$ cat src/rtl/pipe_pkg.sv
// Shared defaults, beat layout and occupancy states for the IF/ID pipeline register.
package pipe_pkg;

  localparam int ADDR_W_DEF  = 12;
  localparam int INSTR_W_DEF = 32;

  typedef struct packed {
    logic [ADDR_W_DEF-1:0]  pc_plus1;
    logic [INSTR_W_DEF-1:0] instr;
  } if_id_beat_t;

  typedef enum logic [1:0] {
    ST_EMPTY = 2'd0,
    ST_ONE   = 2'd1,
    ST_FULL  = 2'd2
  } state_t;

endpackage

$ cat src/rtl/pipe_slot.sv
// One valid+payload register. Clear drops validity but keeps the payload;
// reset zeroes both.
module pipe_slot #(
  parameter int W = 44
) (
  input  logic         clk,
  input  logic         rst,
  input  logic         load,
  input  logic         clear,
  input  logic [W-1:0] d,
  output logic         valid,
  output logic [W-1:0] q
);

  always_ff @(posedge clk) begin
    if (rst) begin
      valid <= 1'b0;
      q     <= '0;
    end else if (clear) begin
      valid <= 1'b0;
    end else if (load) begin
      valid <= 1'b1;
      q     <= d;
    end
  end

endmodule

$ cat src/rtl/pipe_stage_reg.sv
// IF/ID valid/ready pipeline register. Define PIPE_STAGE_SKID_EN for the
// two-slot skid variant with a registered in_ready; otherwise a single slot.
module pipe_stage_reg
  import pipe_pkg::*;
#(
  parameter int ADDR_W  = ADDR_W_DEF,
  parameter int INSTR_W = INSTR_W_DEF
) (
  input  logic               clk,
  input  logic               rst,
  input  logic               flush,
  input  logic               in_valid,
  output logic               in_ready,
  input  logic [ADDR_W-1:0]  in_pc_plus1,
  input  logic [INSTR_W-1:0] in_instr,
  output logic               out_valid,
  input  logic               out_ready,
  output logic [ADDR_W-1:0]  out_pc_plus1,
  output logic [INSTR_W-1:0] out_instr
);

  localparam int W = ADDR_W + INSTR_W;

  logic [W-1:0] in_beat;
  logic [W-1:0] m_d;
  logic [W-1:0] m_q;
  logic         m_valid;
  logic         m_load;
  logic         m_clear;
  logic         accept;
  logic         consume;

  assign in_beat      = {in_pc_plus1, in_instr};
  assign consume      = m_valid && out_ready;
  // A beat handshaken during flush is dropped, never loaded.
  assign accept       = in_valid && in_ready && !flush;
  assign out_valid    = m_valid;
  assign out_pc_plus1 = m_q[W-1:INSTR_W];
  assign out_instr    = m_q[INSTR_W-1:0];

  pipe_slot #(.W(W)) u_m_slot (
    .clk   (clk),
    .rst   (rst),
    .load  (m_load),
    .clear (m_clear),
    .d     (m_d),
    .valid (m_valid),
    .q     (m_q)
  );

`ifdef PIPE_STAGE_SKID_EN
  state_t       state;
  logic [W-1:0] s_q;
  logic         s_valid;
  logic         s_load;
  logic         s_clear;

  assign in_ready = !s_valid;

  pipe_slot #(.W(W)) u_s_slot (
    .clk   (clk),
    .rst   (rst),
    .load  (s_load),
    .clear (s_clear),
    .d     (in_beat),
    .valid (s_valid),
    .q     (s_q)
  );

  always_comb begin
    m_load  = 1'b0;
    m_clear = 1'b0;
    s_load  = 1'b0;
    s_clear = 1'b0;
    m_d     = in_beat;
    if (flush) begin
      m_clear = 1'b1;
      s_clear = 1'b1;
    end else begin
      case (state)
        ST_EMPTY: m_load = accept;
        ST_ONE: begin
          if (accept && !consume) s_load = 1'b1;
          else if (accept)        m_load = 1'b1;
          else if (consume)       m_clear = 1'b1;
        end
        ST_FULL: begin
          if (consume) begin
            m_load  = 1'b1;
            m_d     = s_q;
            s_clear = 1'b1;
          end
        end
        default: begin
          m_clear = 1'b1;
          s_clear = 1'b1;
        end
      endcase
    end
  end

  always_ff @(posedge clk) begin
    if (rst || flush) begin
      state <= ST_EMPTY;
    end else begin
      case (state)
        ST_EMPTY: if (accept) state <= ST_ONE;
        ST_ONE: begin
          if (accept && !consume)      state <= ST_FULL;
          else if (!accept && consume) state <= ST_EMPTY;
        end
        ST_FULL:  if (consume) state <= ST_ONE;
        default:  state <= ST_EMPTY;
      endcase
    end
  end
`else
  // Single slot: a consuming slot can reload in the same cycle.
  assign in_ready = !m_valid || out_ready;

  always_comb begin
    m_d     = in_beat;
    m_load  = accept;
    m_clear = flush || (consume && !accept);
  end
`endif

endmodule
$ cat config.mk
export PLATFORM = sky130hd
export DESIGN_NAME = pipe_stage_reg
export DESIGN_NICKNAME = d
export VERILOG_FILES = /design/src/rtl/pipe_pkg.sv /design/src/rtl/pipe_slot.sv /design/src/rtl/pipe_stage_reg.sv
export SDC_FILE = /design/constraint.sdc
export NUM_CORES = 1
export LEC_CHECK = 0
export CAP_MARGIN = 25
export CORE_MARGIN = 10
export CORE_UTILIZATION = 44
export CTS_BUF_LIST = sky130_fd_sc_hd__clkbuf_4 sky130_fd_sc_hd__clkbuf_8 sky130_fd_sc_hd__clkbuf_16
export CTS_CLUSTER_DIAMETER = 120
export DETAILED_ROUTE_END_ITERATION = 16
export GPL_TIMING_DRIVEN = 0
export HOLD_SLACK_MARGIN = 0.1
export PLACE_DENSITY = 0.94
export SYNTH_ARGS = -nofsm -noshare
export SYNTH_HDL_FRONTEND = slang
export SYNTH_HIERARCHICAL = 1
export SYNTH_SLANG_ARGS = --single-unit
$ cat constraint.sdc
create_clock -name clk -period 2.8 [get_ports clk]
set_input_delay 0.84 -clock clk [delete_from_list [all_inputs] [get_ports clk]]
set_output_delay 0.84 -clock clk [all_outputs]
set_load 0.02 [all_outputs]
==> results of run 1 <==
-- synth_stat cells, drive strengths merged --
cell	count	share of area [%]
nor2	1	0.18
nor2b	1	0.66
nand2b	45	14
and3b	1	0.42
clkbuf	13	2.5
o21ai	44	11
nand2	1	0.18
dfxtp	45	43
buf	10	4.0
o21bai	1	0.36
nand4bb	44	24
nor3	1	0.24
-- worst paths after layout --
check                       from             end  slack [ps]  cells past startpoint
setup / recovery       out_ready        in_ready         200                      3
hold / removal    u_m_slot/q[27]  u_m_slot/q[27]         460                      2
setup reg to reg  u_m_slot/valid  u_m_slot/q[14]        1250                      6
hold reg to reg   u_m_slot/q[27]  u_m_slot/q[27]         460                      2
-- worst max-delay path, delay by kind of cell --
family	cells	cell delay (ps)
AND/OR/NAND/NOR	1	120
buffers and inverters	2	800
-- state kept, by name, indices dropped and copies added, names as in the netlist --
| signal | count |
|---|---|
| u_m_slot/q | 44 |
| u_m_slot/valid | 1 |
-- per-layer routing --
layer / wire length [um] / up-vias / GRT usage, % / share of wire, %
met3: 497 / 2 / 6.250 / 7.8
met2: 3214 / 57 / 28.13 / 51
met1: 2604 / 912 / 18.12 / 41
met5: 0 / - / 0 / 0
met4: 19 / 0 / 3.524 / 0.30
li1: - / 942 / - / -
-- area by class of cell --
cell class	instances	area (um^2)	share of cell area [%]
Multi-Input combinational cell	139	1047	33.07
Timing Repair Buffer	93	929.6	29.36
Sequential cell	45	900.9	28.45
Buffer	23	133.9	4.228
Clock buffer	7	90.09	2.845
Tap cell	52	65.06	2.055
-- per-stage QoR --
step | cells | setup TNS (ps) | instance area, um^2
2_1_floorplan | 207 | 0 | 2082
3_3_place_gp | 352 | -75.65 | 3078
3_5_place_dp | 352 | -75.45 | 3078
4_1_cts | 359 | 0 | 3167
5_1_grt | 359 | 0 | 3167
6_report | 359 | 0 | 3167
-- power groups by stage --
| stage | Sequential (mW) | Clock, mW | Combinational [mW] |
|---|---|---|---|
| global placement | 0.687 | 0 | 0.252 |
| detailed placement | 0.688 | 0 | 0.255 |
| finish | 0.673 | 0.407 | 0.254 |
| floorplan | 0.715 | 0 | 0.0898 |
| global route | 0.676 | 0.446 | 0.273 |
| CTS | 0.673 | 0.422 | 0.256 |
-- cell families (layout without fill, tap and decap cells) --
logic type / after synthesis / after routing / share of synthesized area [%]
simple gates: 94 / 94 / 39.36
compound gates: 45 / 45 / 10.94
flops: 45 / 45 / 43.27
buf+inv: 23 / 123 / 6.430
-- repair_timing --
item	4_1_cts	5_1_grt
gates resized for setup	1	0
endpoints found under the setup margin	1	0
endpoints found under the hold margin	0	0
==> flow_summary.rst, run 1 <==
.. list-table::
   :header-rows: 1

   * - Metric
     - Value
   * - Overall Power
     - 1.334 mW
   * - Kind of end point of the critical path
     - output port
   * - Final WL
     - roughly 6.3 mm
   * - Number of antenna-violating nets in the routed design
     - 0
   * - Arrival time at the worst endpoint
     - 1760 ps
   * - Sw Pwr
     - 0.3174 mW
   * - Largest net degree at the start of global routing
     - 13
   * - Commonest non-fill, non-tap cells in the layout
     - 92 x clkdlybuf4s50_1, 45 x dfxtp_1, 44 x nand2b_1, 44 x nand4bb_1, 30 x o21ai_0
   * - Master of the slowest instance on the critical path
     - clkdlybuf4s50_1
   * - Part of the power in combinational logic
     - 19.0%
   * - Number of top-level pins
     - between 90 and 100
   * - Internal power contribution
     - 1.017 mW
   * - Die footprint
     - 7884 um^2
   * - Worst setup slack before clock tree synthesis
     - -75.45 ps
   * - Highest Clock Rate
     - roughly 390 MHz
   * - Number of buffers inserted to repair setup after CTS
     - 0
   * - Part of the total power dissipated in sequential elements
     - between 50% and 60%
   * - Clock root cell
     - clkbuf_8
   * - CTS HTree Levels
     - 2
   * - Kind of launch point of the worst setup path
     - input port
   * - Drt first-iter violations
     - 56
   * - Number of buffers added on ports
     - 93
   * - Growth of design area from synthesis to finish
     - 52.10%
   * - Skew final
     - 1.534 ps
   * - Detail-routed via count per cell
     - 5.329
   * - Clock slew seen by the registers of the worst setup and hold paths
     - 80 ps
   * - Number of design rule violations left after detail routing
     - 0
   * - Fin crit share
     - 92.73%
   * - Die span in y
     - ~89 um
   * - CP max stage delay
     - 470 ps
   * - Result of the run
     - complete, no violations
   * - Sink count of the clock tree
     - 45
   * - Actual slew at the worst max-slew pin
     - 413.2 ps
   * - Setup repair after global routing missed its margin
     - false
   * - Final standard cell utilization of the core
     - approximately 71%
   * - Post-Synthesis Cell Area
     - 2082 um^2
   * - Global-route total usage across every layer
     - 16.11%
   * - Syn Inst Count
     - 207
   * - 1st-pass router iterations
     - 4
   * - Clock period minus final worst setup slack
     - 2596 ps
   * - Total of hold buffers inserted after clock tree synthesis
     - 0
   * - Fin nets
     - between 300 and 400
   * - Avg WL per Cell
     - 17.65 um
   * - Post-Syn Area per Cell
     - 10.06 um^2
   * - Number of fillers in the final layout
     - 388
   * - Data required, critical path
     - 1960 ps
   * - Switch share
     - between 20% and 30%
   * - Antenna violations before repair
     - 0
   * - Final number of max-transition violations
     - 0
   * - Diodes inserted
     - 0
   * - Num rows
     - 24
   * - Maximum vdd ir drop
     - 0.0002312 V
   * - Fraction of final layout cells sized beyond drive strength 1
     - 6.840%
   * - Relative contribution of the clock network to total power
     - 30.5%
   * - Detailed-placement wirelength estimate
     - 4.781 mm
   * - Number of hold violations in the final report
     - 0
   * - Core Area
     - 4474 um^2
   * - Worst slew slack as a fraction of its limit
     - between 70 and 80%
   * - Total via count in the routed design
     - 1,913
   * - Maximum capacitance violations
     - 0
   * - Starting utilization of the core area
     - 46.53%
   * - Critical Path Fanout Max
     - 2
   * - CTS Buf Count
     - 5
   * - Global-route wire length before repair
     - 10.05 mm
   * - P_leak
     - between 1 and 1.5 nW
   * - Worst slack on hold paths
     - about 460 ps
   * - Critical Path, Cell by Cell
     - clkdlybuf4s50_1, nand2b_4, dlygate4sd2_1
   * - Power density over the cells
     - 421.3 nW/um^2
   * - Final Wtd Congestion
     - 0.8067
   * - Global route overflow
     - 0
   * - Netlist cell types
     - 17
   * - Setup slack after layout
     - 203.6 ps
   * - Vias in the first global route
     - 2,028
   * - Yosys reg bits
     - 45
   * - Buffers from clock root to sink, at most
     - 2
   * - Clock latency at the later pin of the worst-skew pair
     - approximately 280 ps
   * - Most frequent standard cell in the layout excluding fill and tap cells
     - clkdlybuf4s50_1
   * - Overall die width
     - 88.79 um
   * - Clock tree from TritonCTS
     - yes
   * - Synthesized net count
     - between 200 and 300
   * - Category of the most critical setup path
     - input port to output port
   * - Final setup vio count
     - 0
   * - Classification of the worst-slack hold path
     - flop to flop
   * - Warnings, synthesis
     - 6
   * - Sequential share of the synthesized area
     - between 40 and 50%
Note: power is estimated with default switching activity, not from simulation.
==> run 2: changes to the inputs <==
==> constraint.sdc (replaced) <==
create_clock -name clk -period 3.2 [get_ports clk]
set_input_delay 0.96 -clock clk [delete_from_list [all_inputs] [get_ports clk]]
set_output_delay 0.96 -clock clk [all_outputs]
set_load 0.02 [all_outputs]
==> run 2 against run 1 <==
  * Worst hold slack did not move
  * Die area did not move
  * Clock skew did not move
  * Critical path depth did not move
  * Design area barely moved
  * Total power fell by 12%
  * Wire length barely moved
  * Critical path type unchanged
  * Critical endpoint unchanged
==> flow_summary.rst, run 2 (same netlist as run 1, synthesis figures left out) <==
.. list-table::
   :header-rows: 1

   * - Metric
     - Value
   * - Result of the run
     - complete, no violations (unchanged)
   * - Final setup vio count
     - 0 (unchanged)
   * - Vias in the first global route
     - 2,028 (unchanged)
   * - Die footprint
     - 7884 um^2 (unchanged)
   * - Clock tree from TritonCTS
     - yes (unchanged)
   * - Actual slew at the worst max-slew pin
     - 413.2 ps (unchanged)
   * - Classification of the worst-slack hold path
     - flop to flop (unchanged)
   * - Number of antenna-violating nets in the routed design
     - 0 (unchanged)
   * - Fin crit share
     - 97.09%
   * - Largest net degree at the start of global routing
     - 13 (unchanged)
   * - Detail-routed via count per cell
     - 5.329 (unchanged)
   * - Skew final
     - 1.534 ps (unchanged)
   * - Max FFs per register
     - 44 (unchanged)
   * - Sink count of the clock tree
     - 45 (unchanged)
   * - Register ranked first by flip-flop count
     - u_m_slot/q (unchanged)
   * - Total negative slack for setup checks
     - 0 ps (unchanged)
   * - Kind of launch point of the worst setup path
     - input port (unchanged)
   * - Cell depth of the worst flop-to-flop path
     - 6 (unchanged)
   * - Clock latency at the later pin of the worst-skew pair
     - 280 ps (about the same)
   * - Worst slack on hold paths
     - 463.8 ps (unchanged)
   * - Commonest non-fill, non-tap cells in the layout
     - 93 x clkdlybuf4s50_1, 45 x dfxtp_1, 44 x nand2b_1, 44 x nand4bb_1, 30 x o21ai_0 (was 92 x clkdlybuf4s50_1, 45 x dfxtp_1, 44 x nand2b_1, 44 x nand4bb_1, 30 x o21ai_0)
   * - Final number of max-transition violations
     - 0 (unchanged)
   * - Final Wtd Congestion
     - 0.8067 (unchanged)
   * - Clock period minus final worst setup slack
     - around 3100 ps
   * - Number of hold violations in the final report
     - 0 (unchanged)
   * - Global-route wire length before repair
     - 10.05 mm (unchanged)
   * - Number of buffers added on ports
     - 93 (unchanged)
   * - Number of top-level pins
     - 95 (unchanged)
   * - Reg2reg setup slack
     - 1650 ps (was 1250 ps)
   * - Setup slack after layout
     - 93.15 ps (was 203.6 ps)
   * - Drt first-iter violations
     - 56 (unchanged)
   * - P_leak
     - 1.072 nW (was 1.070 nW)
   * - Arrival time at the worst endpoint
     - 2150 ps (was 1760 ps)
   * - Die span in y
     - 88.79 um (unchanged)
   * - Number of buffers inserted to repair setup after CTS
     - 0 (unchanged)
   * - Data required, critical path
     - 2240 ps (was 1960 ps)
   * - Avg WL per Cell
     - 17.65 um (about the same)
   * - Total via count in the routed design
     - 1,913 (unchanged)
   * - Power density over the cells
     - 368.6 nW/um^2 (was 421.3 nW/um^2)
   * - Number of gates resized after CTS
     - 0 (was 1)
   * - Worst slew slack as a fraction of its limit
     - 72.45% (unchanged)
   * - Fin nets
     - 356 (unchanged)
   * - Largest registers
     - u_m_slot/q x44, u_m_slot/valid x1 (unchanged)
   * - Highest Clock Rate
     - 321.9 MHz
   * - Global route overflow
     - 0 (unchanged)
   * - Maximum vdd ir drop
     - 0.0002023 V (was 0.0002312 V)
   * - 1st-pass router iterations
     - 4 (unchanged)
   * - Detailed-placement wirelength estimate
     - 4.781 mm (unchanged)
   * - Global-route total usage across every layer
     - 16.11% (unchanged)
   * - Number of cells traversed by the worst hold path
     - 2 (unchanged)
   * - Critical Path Fanout Max
     - 2 (unchanged)
   * - Overall Power
     - 1.168 mW (was 1.334 mW)
   * - Worst setup slack before clock tree synthesis
     - 84.55 ps (was -75.45 ps)
   * - Antenna violations before repair
     - 0 (unchanged)
   * - CTS Buf Count
     - 5 (unchanged)
   * - Setup repair after global routing missed its margin
     - false (unchanged)
   * - Total of hold buffers inserted after clock tree synthesis
     - 0 (unchanged)
   * - Kind of end point of the critical path
     - output port (unchanged)
   * - Buffers from clock root to sink, at most
     - 2 (unchanged)
   * - Clock slew seen by the registers of the worst setup and hold paths
     - 80 ps (about the same)
   * - Num rows
     - 24 (unchanged)
   * - Final WL
     - 6.337 mm (was 6.336 mm)
   * - Core Area
     - 4474 um^2 (unchanged)
   * - Fraction of final layout cells sized beyond drive strength 1
     - 6.840% (unchanged)
   * - Diodes inserted
     - 0 (unchanged)
   * - Maximum capacitance violations
     - 0 (unchanged)
   * - Overall die width
     - 88.79 um (unchanged)
   * - Clock root cell
     - clkbuf_8 (unchanged)
   * - Growth of design area from synthesis to finish
     - 52.16% (was 52.10%)
   * - Most frequent standard cell in the layout excluding fill and tap cells
     - clkdlybuf4s50_1 (unchanged)
   * - Starting utilization of the core area
     - 46.53% (unchanged)
   * - CTS HTree Levels
     - 2 (unchanged)
   * - Category of the most critical setup path
     - input port to output port (unchanged)
   * - Number of design rule violations left after detail routing
     - 0 (unchanged)
## run 2: cell count changes in the layout (fill, tap and decap cells not counted)
cell / change
clkdlybuf4s50_1: +1
dlygate4sd2_1: -1
## run 2: final timing paths
kind	from	end
hold / removal	u_m_slot/q[27]	u_m_slot/q[27]
setup reg to reg	u_m_slot/valid	u_m_slot/q[14]
hold reg to reg	u_m_slot/q[27]	u_m_slot/q[27]
setup / recovery	out_ready	in_ready
## run 2: critical path, cell delays in order
cell             delay, ps
clkdlybuf4s50_1        470
nand2b_4               120
clkdlybuf4s50_1        600
## run 2: per-layer routing
layer | share of wire, % | wire (um) | global-route usage [%]
met3 | 7.8 | 497 | 6.250
met5 | 0 | 0 | 0
met2 | 51 | 3214 | 28.13
met4 | 0.30 | 19 | 3.524
met1 | 41 | 2605 | 18.12
## run 2: per-stage QoR
step	cells	cell area [um^2]	utilization, %
after detailed placement	352	3078	68.79
final	359	3168	70.81
after CTS	359	3168	70.81
after global routing	359	3168	70.81
after global placement	352	3078	68.79
after floorplan	207	2082	-
## run 2: cell type report
cell class	instances	area, um^2
Multi-Input combinational cell	139	1047
Clock buffer	7	90.09
Sequential cell	45	900.9
Fill cell	387	1306
Tap cell	52	65.06
Timing Repair Buffer	93	930.9
Buffer	23	133.9
## run 2: where the power goes
group / leakage, nW / switching (mW) / internal (mW)
clock: 0.0477 / 0.177 / 0.180
sequential: 0.366 / 0.0100 / 0.579
combinational: 0.658 / 0.0912 / 0.131
